### config.mk
export PLATFORM = sky130hd
export DESIGN_NAME = wb_port_arbiter
export DESIGN_NICKNAME = d
export VERILOG_FILES = /design/src/rtl/wb_port_arbiter_pkg.sv /design/src/rtl/mux_2x1_32.sv /design/src/rtl/wb_port_arbiter.sv
export SDC_FILE = /design/constraint.sdc
export NUM_CORES = 1
export LEC_CHECK = 0
export ABC_AREA = 1
export ABC_CLOCK_PERIOD_IN_PS = 1700
export BUFFER_PORTS_ARGS = -buffer_cell sky130_fd_sc_hd__buf_2
export CAP_MARGIN = 20
export CELL_PAD_IN_SITES_DETAIL_PLACEMENT = 1
export CELL_PAD_IN_SITES_GLOBAL_PLACEMENT = 2
export CORE_AREA = 2 2 109 111
export DETAILED_ROUTE_END_ITERATION = 12
export DIE_AREA = 0 0 111 113
export PLACE_DENSITY = 0.78
export SYNTH_ARGS = -nofsm -noshare
export SYNTH_HDL_FRONTEND = slang
export SYNTH_SLANG_ARGS = --single-unit
### constraint.sdc
create_clock -name clk -period 1.7 [get_ports clk]
set_input_delay 0.085 -clock clk [delete_from_list [all_inputs] [get_ports clk]]
set_output_delay 0.085 -clock clk [all_outputs]
set_load 0.01 [all_outputs]
### src/rtl/wb_port_arbiter_pkg.sv
// ============================================================================
// wb_port_arbiter_pkg : shared processor definitions for the write-back port
// Revision: 1.0
// ============================================================================
`default_nettype none

package wb_port_arbiter_pkg;

    localparam int c_default_data_w = 32;
    localparam int c_default_addr_w = 5;
    localparam int c_default_cnt_w  = 16;

    // Register 0 is hardwired to zero; writes to it are swallowed.
    localparam int c_zero_reg_addr  = 0;

    typedef enum logic {
        GRANT_REQ0 = 1'b0,
        GRANT_REQ1 = 1'b1
    } grant_idx_e;

endpackage

`default_nettype wire

### src/rtl/mux_2x1_32.sv
// ============================================================================
// mux_2x1_32 : 2:1 data multiplexer (32-bit by default)
// Revision: 1.0
// ============================================================================
`default_nettype none

module mux_2x1_32 #(
    parameter int WIDTH = 32
) (
    input  logic             sel,
    input  logic [WIDTH-1:0] in0,
    input  logic [WIDTH-1:0] in1,
    output logic [WIDTH-1:0] out
);

    assign out = sel ? in1 : in0;

endmodule

`default_nettype wire

### src/rtl/wb_port_arbiter.sv
// ============================================================================
// wb_port_arbiter : round-robin arbiter for the register-file write port
// Revision: 1.0
// ============================================================================
`default_nettype none

module wb_port_arbiter
    import wb_port_arbiter_pkg::*;
#(
    parameter int DATA_W = c_default_data_w,
    parameter int ADDR_W = c_default_addr_w,
    parameter int CNT_W  = c_default_cnt_w
) (
    input  logic              clk,
    input  logic              reset,
    input  logic              stall,
    input  logic              req0,
    input  logic [ADDR_W-1:0] addr0,
    input  logic [DATA_W-1:0] data0,
    input  logic              req1,
    input  logic [ADDR_W-1:0] addr1,
    input  logic [DATA_W-1:0] data1,
    output logic              gnt0,
    output logic              gnt1,
    output logic              sel,
    output logic              wr_en,
    output logic [ADDR_W-1:0] wr_addr,
    output logic [DATA_W-1:0] wr_data,
    output logic [CNT_W-1:0]  gnt_cnt
);

    grant_idx_e        r_last;
    logic              r_wr_en;
    logic [ADDR_W-1:0] r_wr_addr;
    logic [DATA_W-1:0] r_wr_data;
    logic [CNT_W-1:0]  r_gnt_cnt;

    logic              w_gnt0;
    logic              w_gnt1;
    logic              w_grant;
    logic [ADDR_W-1:0] w_addr;
    logic [DATA_W-1:0] w_data;

    // Grants are gated by reset so nothing leaks out while it is held.
    always_comb begin
        w_gnt0 = 1'b0;
        w_gnt1 = 1'b0;
        if (!reset && !stall) begin
            if (req0 && req1) begin
                w_gnt0 = (r_last == GRANT_REQ1);
                w_gnt1 = (r_last == GRANT_REQ0);
            end else begin
                w_gnt0 = req0;
                w_gnt1 = req1;
            end
        end
    end

    assign w_grant = w_gnt0 | w_gnt1;
    assign w_addr  = w_gnt1 ? addr1 : addr0;

    mux_2x1_32 #(
        .WIDTH (DATA_W)
    ) u_data_mux (
        .sel (w_gnt1),
        .in0 (data0),
        .in1 (data1),
        .out (w_data)
    );

    always_ff @(posedge clk or posedge reset) begin
        if (reset) begin
            r_last    <= GRANT_REQ1;
            r_wr_en   <= 1'b0;
            r_wr_addr <= '0;
            r_wr_data <= '0;
            r_gnt_cnt <= '0;
        end else if (w_grant) begin
            r_last    <= w_gnt1 ? GRANT_REQ1 : GRANT_REQ0;
            r_wr_en   <= (w_addr != ADDR_W'(c_zero_reg_addr));
            r_wr_addr <= w_addr;
            r_wr_data <= w_data;
            r_gnt_cnt <= r_gnt_cnt + 1'b1;
        end else begin
            r_wr_en   <= 1'b0;
        end
    end

    assign gnt0    = w_gnt0;
    assign gnt1    = w_gnt1;
    assign sel     = w_gnt1;
    assign wr_en   = r_wr_en;
    assign wr_addr = r_wr_addr;
    assign wr_data = r_wr_data;
    assign gnt_cnt = r_gnt_cnt;

endmodule

`default_nettype wire

==> impl_metrics.tcl, run 1 <==
set metrics [dict create \
    clock_sinks 55 \
    critical_path_class "reg2out" \
    vias 2622 \
    num_rows 39 \
    syn_area_sq_mm 0.00280 \
    post-route-period-util_pct 92.6 \
    endpoint_kind "output port" \
    grt_pass1_wl_mm 14.5 \
    drt_iter0_drc 81 \
    io_buffers 135 \
    ant_nets 0 \
    slew_violations 0 \
    grt_pass1_vias 2831 \
    syn_avg_cell_area_sq_um 8.67 \
    clk_pin_slew_ns 0.07 \
    wl_per_cell_microns 14.1 \
    ys_seq_elements 55 \
    min_period_ns 1.57 \
    cts_buffer_depth 2 \
    htree_levels 2 \
    cts_buffers 5 \
    nets 536 \
    clkLatencyLatePin_ns 0.29 \
    syn_to_final_growth_pct 34.0 \
    die_x_microns 111 \
    final-setup-viol-count 0 \
    ioPinCount 136 \
    syn-num-nets 403 \
    dp_hpwl_mm 6.61 \
    worstMarginPinSlew_ns 0.525 \
    fmax_ghz 0.635 \
    setup_tns_ns 0 \
    rsz0062_at_grt "no" \
    cap_viol_max_count 0 \
    worstPathArrival_ns 1.49 \
    hold_path.class "in2reg" \
    drive_gt1_share_pct 36.1 \
    wirelength_mm 8.49 \
    drt_first_pass_iters 4 \
    ys_types 31 \
    grt_usage_pct 14.3 \
    diodes 0 \
    critPathLaunchType "register" \
    place.gp.congestion 0.763 \
    viasPerCell 4.37 \
    cp_max_fo 34 \
    synth_cells 323 \
    vdd_drop_max_uv 435 \
    cts_tree "yes" \
    root_buffer "clkbuf_16" \
    coreArea_sq_mm 0.0113 \
    grt_overflow 0 \
    fp.dieH_microns 113 \
    p_per_area_mw_per_mm2 969 \
    finalPower_w 0.00364 \
    fin_worst_skew_ns 0.00378 \
    final_hold_viol_count 0 \
    initial_core_util_pct 24.8 \
    relSlewSlack_pct 64.9 \
    yosysWarnings 0 \
    grt_antenna_before_repair 1 \
    status "completed" \
    fillers 1367 \
    route.detailed.drc 0 \
    ys_seq_area_share_pct 49.2 \
    worstPathRequired_ns 1.62 \
    cellLeakagePower_nw 1.89 \
    grt_max_degree 50 \
    die_area_sq_mm 0.0125 \
]
-- where the power goes --
group          switching, W  internal [W]
registers          0.000193       0.00153
clock network      0.000486      0.000545
logic              0.000494      0.000385
-- final cells by class --
| class | count | area [sq um] | share of cell area (%) |
|---|---|---|---|
| clock inverter | 3 | 20.0 | 0.534 |
| multi-input combinational | 226 | 1200 | 32.1 |
| sequential | 55 | 1380 | 36.7 |
| timing repair buffer | 143 | 751 | 20.0 |
| inverter | 25 | 96.3 | 2.57 |
| clock buffer | 5 | 125 | 3.34 |
| tap | 143 | 179 | 4.77 |
-- cell usage after synthesis (all sizes together) --
master	n	area [sq um]
o21ai	74	374
nand2	72	273
dfrtp	54	1350
or2	32	200
inv	25	93.8
nor2	14	80.1
buf	12	111
nand3	9	57.6
nand4	8	50.1
xnor2	6	52.6
clkbuf	5	23.8
xor2	4	35.0
nor3	3	31.3
a211oi	1	7.51
dfstp	1	26.3
ha	1	12.5
nand3b	1	7.51
o21bai	1	11.3
-- logic make-up (layout without fill, tap and decap cells) --
logic type                 count (synthesis)  in the layout  share of synthesized area [%]
xor gates and xnor gates                  10             10                           3.13
DFF                                       55             55                           49.2
adders and majority gates                  1              1                          0.447
and+or+nand+nor                          139            139                           25.0
AOI/OAI and AO/OA                         76             76                           14.0
buffers and inverters                     42            176                           8.18
-- stage by stage --
stage | util (%) | cells | setup WS (ns) | hold WS (ns) | instance area, sq um
after CTS | 33.3 | 600 | 0.0872 | 0.0716 | 3750
final | 33.3 | 600 | 0.126 | 0.0808 | 3750
after global placement | 31.9 | 591 | 0.173 | 0.178 | 3590
after floorplan | - | 323 | 0.274 | 0.257 | 2800
after detailed placement | 31.9 | 591 | 0.120 | 0.180 | 3590
after global routing | 33.3 | 600 | 0.000683 | 0.0965 | 3750
-- sequential cells by signal, indices dropped and copies added, names as in the netlist --
signal	flops
wr_data	32
gnt_cnt	16
wr_addr	5
r_last	1
wr_en	1
-- per-layer routing --
| layer | global-route usage, % | vias to the layer above | part of all wire (%) |
|---|---|---|---|
| li1 | - | 1311 | - |
| met1 | 18.2 | 1204 | 45 |
| met2 | 23.5 | 103 | 44 |
| met3 | 5.57 | 4 | 9.7 |
| met4 | 3.00 | 0 | 0.74 |
| met5 | 0 | - | 0 |
-- cells in the final DEF, fill, tap and decap left out, types with 6 or more instances in the layout --
master,n
xnor2_1,6
nand4_1,8
nand2_1,71
buf_4,6
inv_1,23
nand3_1,8
dfrtp_1,54
o21ai_0,42
nor2_1,8
or2_0,6
o21ai_1,31
buf_2,135
or2_1,26
-- timing repair --
action	in CTS	in global routing
gates resized for setup	1	1
buffers inserted	0	0
hold buffers	1	0
hold endpoints to repair	54	0
endpoints found under the setup margin	2	1
-- critical path, cell delays in order (launching register included) --
cell and delay, ns:
dfstp_2 0.37, nand2_1 0.15, nand3_4 0.17, inv_4 0.29
buf_2 0.20
-- worst paths after layout --
kind	to	cells after the start	start	slack [ns]
worst max register to register	wr_data[17]	6	r_last	0.16
max in group asynchronous	r_last	4	reset	0.85
worst min register to register	wr_data[2]	2	wr_data[2]	0.49
worst min-delay path	wr_data[15]	3	data0[15]	0.08
min in group asynchronous	gnt_cnt[0]	4	reset	0.42
worst max-delay path	gnt1	4	r_last	0.13
Note: power is estimated with default switching activity, not from simulation.
==> run 2: changes to the inputs <==
- ABC_AREA: 1 -> unset
- CORE_AREA: 2 2 109 111 -> 2 2 149 78
- DIE_AREA: 0 0 111 113 -> 0 0 151 80
- GPL_TIMING_DRIVEN: unset -> 0
- PLACE_DENSITY: 0.78 -> 0.77
==> run 2 against run 1 <==
  * Critical path depth rose by 2
  * Synthesized cell count shrank 14%
  * Sequential share of layout area rose by 1.7 points
  * Worst hold slack got worse by 0.046 ns
  * Clock skew hardly changed
  * Critical endpoint is now sel
  * Largest power group unchanged
==> impl_metrics.tcl, run 2 <==
set metrics [dict create \
    fmax_ghz 0.615 \
    largest_reg_flops 32 \
    holdPathStages 3 \
    wl_per_cell_microns 15.4 \
    place_ws_ns 0.0321 \
    p_per_area_mw_per_mm2 1020 \
    ys_seq_area_share_pct 54.5 \
    worstMarginPinSlew_ns 0.504 \
    critPathLaunchType "register" \
    vias 2512 \
    synth_compound_area_share_pct 9.95 \
    max_stage_delay_ns 0.54 \
    cap_viol_max_count 0 \
    io_buffers 135 \
    layout_common_cells "buf_2 (144), nand2_1 (82), dfrtp_1 (54)" \
    worstPathArrival_ns 1.54 \
    num_rows 27 \
    ys_types 27 \
    dp_hpwl_mm 6.82 \
    cellLeakagePower_nw 1.76 \
    viasPerCell 4.41 \
    drt_iter0_drc 59 \
    fin_worst_skew_ns 0.00371 \
    hold_ws_ns 0.0352 \
    layout_commonest_cell "buf_2" \
    clock_sinks 55 \
    root_buffer "clkbuf_16" \
    critical_path_class "reg2out" \
    hold_path.class "in2reg" \
    path_delay_family "flip-flops" \
    ioPinCount 136 \
    synthArstFlopShare_pct 100 \
    drt_first_pass_iters 4 \
    synth_xor_area_share_pct 5.50 \
    grt_usage_pct 15.2 \
    rsz0062_at_grt "yes" \
    r2r-end "wr_data[6]" \
    synth_edf_count 0 \
    cp_max_fo 11 \
    diodes 0 \
    grt_overflow 0 \
    yosysTopAreaCell "dfrtp_1" \
    synth_top_cell_area_share_pct 53.5 \
    drive_gt1_share_pct 39.4 \
    r2r_start "r_last" \
    final-setup-viol-count 0 \
    place.gp.congestion 0.783 \
    grt_pass1_vias 2772 \
    yosysWarnings 0 \
    cp_cell_sequence "nand2_1 > nand3_1 > inv_1 > clkbuf_8 > buf_4 > buf_2" \
    synth-simple-area-share_pct 24.9 \
    wirelength_mm 8.76 \
    synth_cells 279 \
    cts_buffers 5 \
    syn_avg_cell_area_sq_um 9.06 \
    fillers 1323 \
    grt.met3_usage_pct 5.71 \
    clk_pin_slew_ns 0.08 \
    hold_end "wr_data[11]" \
    worst_slack_ns 0.0743 \
    coreArea_sq_mm 0.0107 \
    critPathBufInv 4 \
    endpoint_kind "output port" \
    htree_levels 2 \
    initial_core_util_pct 23.5 \
    clkLatencyLatePin_ns 0.29 \
    syn-num-nets 359 \
    ys_seq_elements 55 \
    yosys-top-cells-area "dfrtp_1 (53%), nand2_1 (12%), a31oi_1 (9.2%)" \
    route.detailed.drc 0 \
    nets 503 \
    post-route-period-util_pct 95.6 \
    fp.dieH_microns 80 \
    synth-adder-area-share_pct 0.495 \
    r2r_cells 6 \
    slowest_stage "dfstp_2" \
    busiest_layer "met2" \
    hold_start "data0[11]" \
    synth_most_common_cell "nand2_1" \
    relSlewSlack_pct 66.4 \
    final_hold_viol_count 0 \
    synth_top_family_by_area "simple AND/OR/NAND/NOR gates" \
    grtUsageMet2_pct 23.5 \
    grtUsageMet1_pct 20.5 \
    reg2reg_slack_ns 0.12 \
    syn_to_final_growth_pct 41.7 \
    min_period_ns 1.63 \
    slew_violations 0 \
    status "completed" \
    grt_max_degree 40 \
    synthFlopType "dfrtp_1" \
    die_area_sq_mm 0.0121 \
    grt_pass1_wl_mm 14.2 \
    worstPathRequired_ns 1.62 \
    vdd_drop_max_uv 398 \
    die_x_microns 151 \
    synth.mux.area_fraction_pct 0.446 \
    cts_buffer_depth 2 \
    grt_antenna_before_repair 0 \
    syn_area_sq_mm 0.00253 \
    ant_nets 0 \
    ys_top_cells_by_count "nand2_1 (82), dfrtp_1 (54), nor2_1 (41)" \
    cts_tree "yes" \
]
run 2: cell types whose count changed after synthesis, moves of 5 or more:
| cell | delta |
|---|---|
| o21ai_1 | -31 |
| or2_1 | -25 |
| buf_2 | +8 |
| nor2_1 | +32 |
| nand2_1 | +11 |
| inv_1 | -21 |
| buf_6 | -6 |
| o21ai_0 | -40 |
| or2_0 | -6 |
| a31oi_1 | +37 |
| xnor2_1 | +5 |
run 2: worst max path at each step:
stage,startpoint,endpoint,slack [ns],depth (start not counted)
after floorplan,reset,gnt_cnt[0],0.27,1
after global placement,reset,wr_data[24],-0.61,2
after detailed placement,r_last,wr_data[4],0.03,6
after CTS,r_last,wr_data[6],0.02,6
after global routing,r_last,sel,-0.02,6
final,r_last,sel,0.07,6
run 2: layer usage:
| metal | share of wire (%) | vias up |
|---|---|---|
| li1 | - | 1225 |
| met1 | 49 | 1197 |
| met2 | 41 | 88 |
| met3 | 9.4 | 2 |
| met4 | 0.24 | 0 |
| met5 | 0 | - |
run 2: final cells by class:
cell class	instances	area, sq um	share of cell area [%]
multi-input combinational	203	1040	29.1
sequential	55	1380	38.5
clock buffer	5	125	3.49
clock inverter	3	28.8	0.804
inverter	3	11.3	0.314
tap	145	181	5.07
buffer	18	108	3.00
timing repair buffer	137	706	19.7
run 2: worst reg2reg max path: stages (launching register included):
cell and delay [ns]:
dfstp_2 0.54, nand2_1 0.05, nand3_1 0.12, buf_2 0.26, clkbuf_4 0.27, nand2_1 0.08, a31oi_1 0.18
run 2: kinds of logic (layout without fill, tap and decap cells):
group | Yosys count | in the layout
buffers and inverters | 21 | 166
muxes | 1 | 1
xor gates and xnor gates | 15 | 15
AOI/OAI and AO/OA | 40 | 40
adders and majority gates | 1 | 1
and+or+nand+nor | 146 | 146
DFF | 55 | 55
run 2: power breakdown:
part | switching [W] | total, W | internal [W]
Combinational | 0.000473 | 0.000864 | 0.000391
Clock | 0.000513 | 0.00108 | 0.000563
Sequential | 0.000182 | 0.00171 | 0.00153
run 2: repair_timing:
action	in CTS	in global routing
cloned	0	0
pin swaps	0	0
hold buffers	1	0
hold endpoints to repair	16	0
setup endpoints to repair	2	9
setup buffers	0	0
gates resized for setup	3	1
run 2: metrics by stage:
stage	power [W]	instances	utilization (%)	TNS [ns]	instance area, sq um
floorplan	0.00215	279	-	0	2530
global placement	0.00258	559	31.5	-32.61	3380
detailed placement	0.00262	560	31.7	0	3400
CTS	0.00373	569	33.3	0	3580
global route	0.00390	569	33.3	-0.0720	3580
finish	0.00365	569	33.3	0	3580
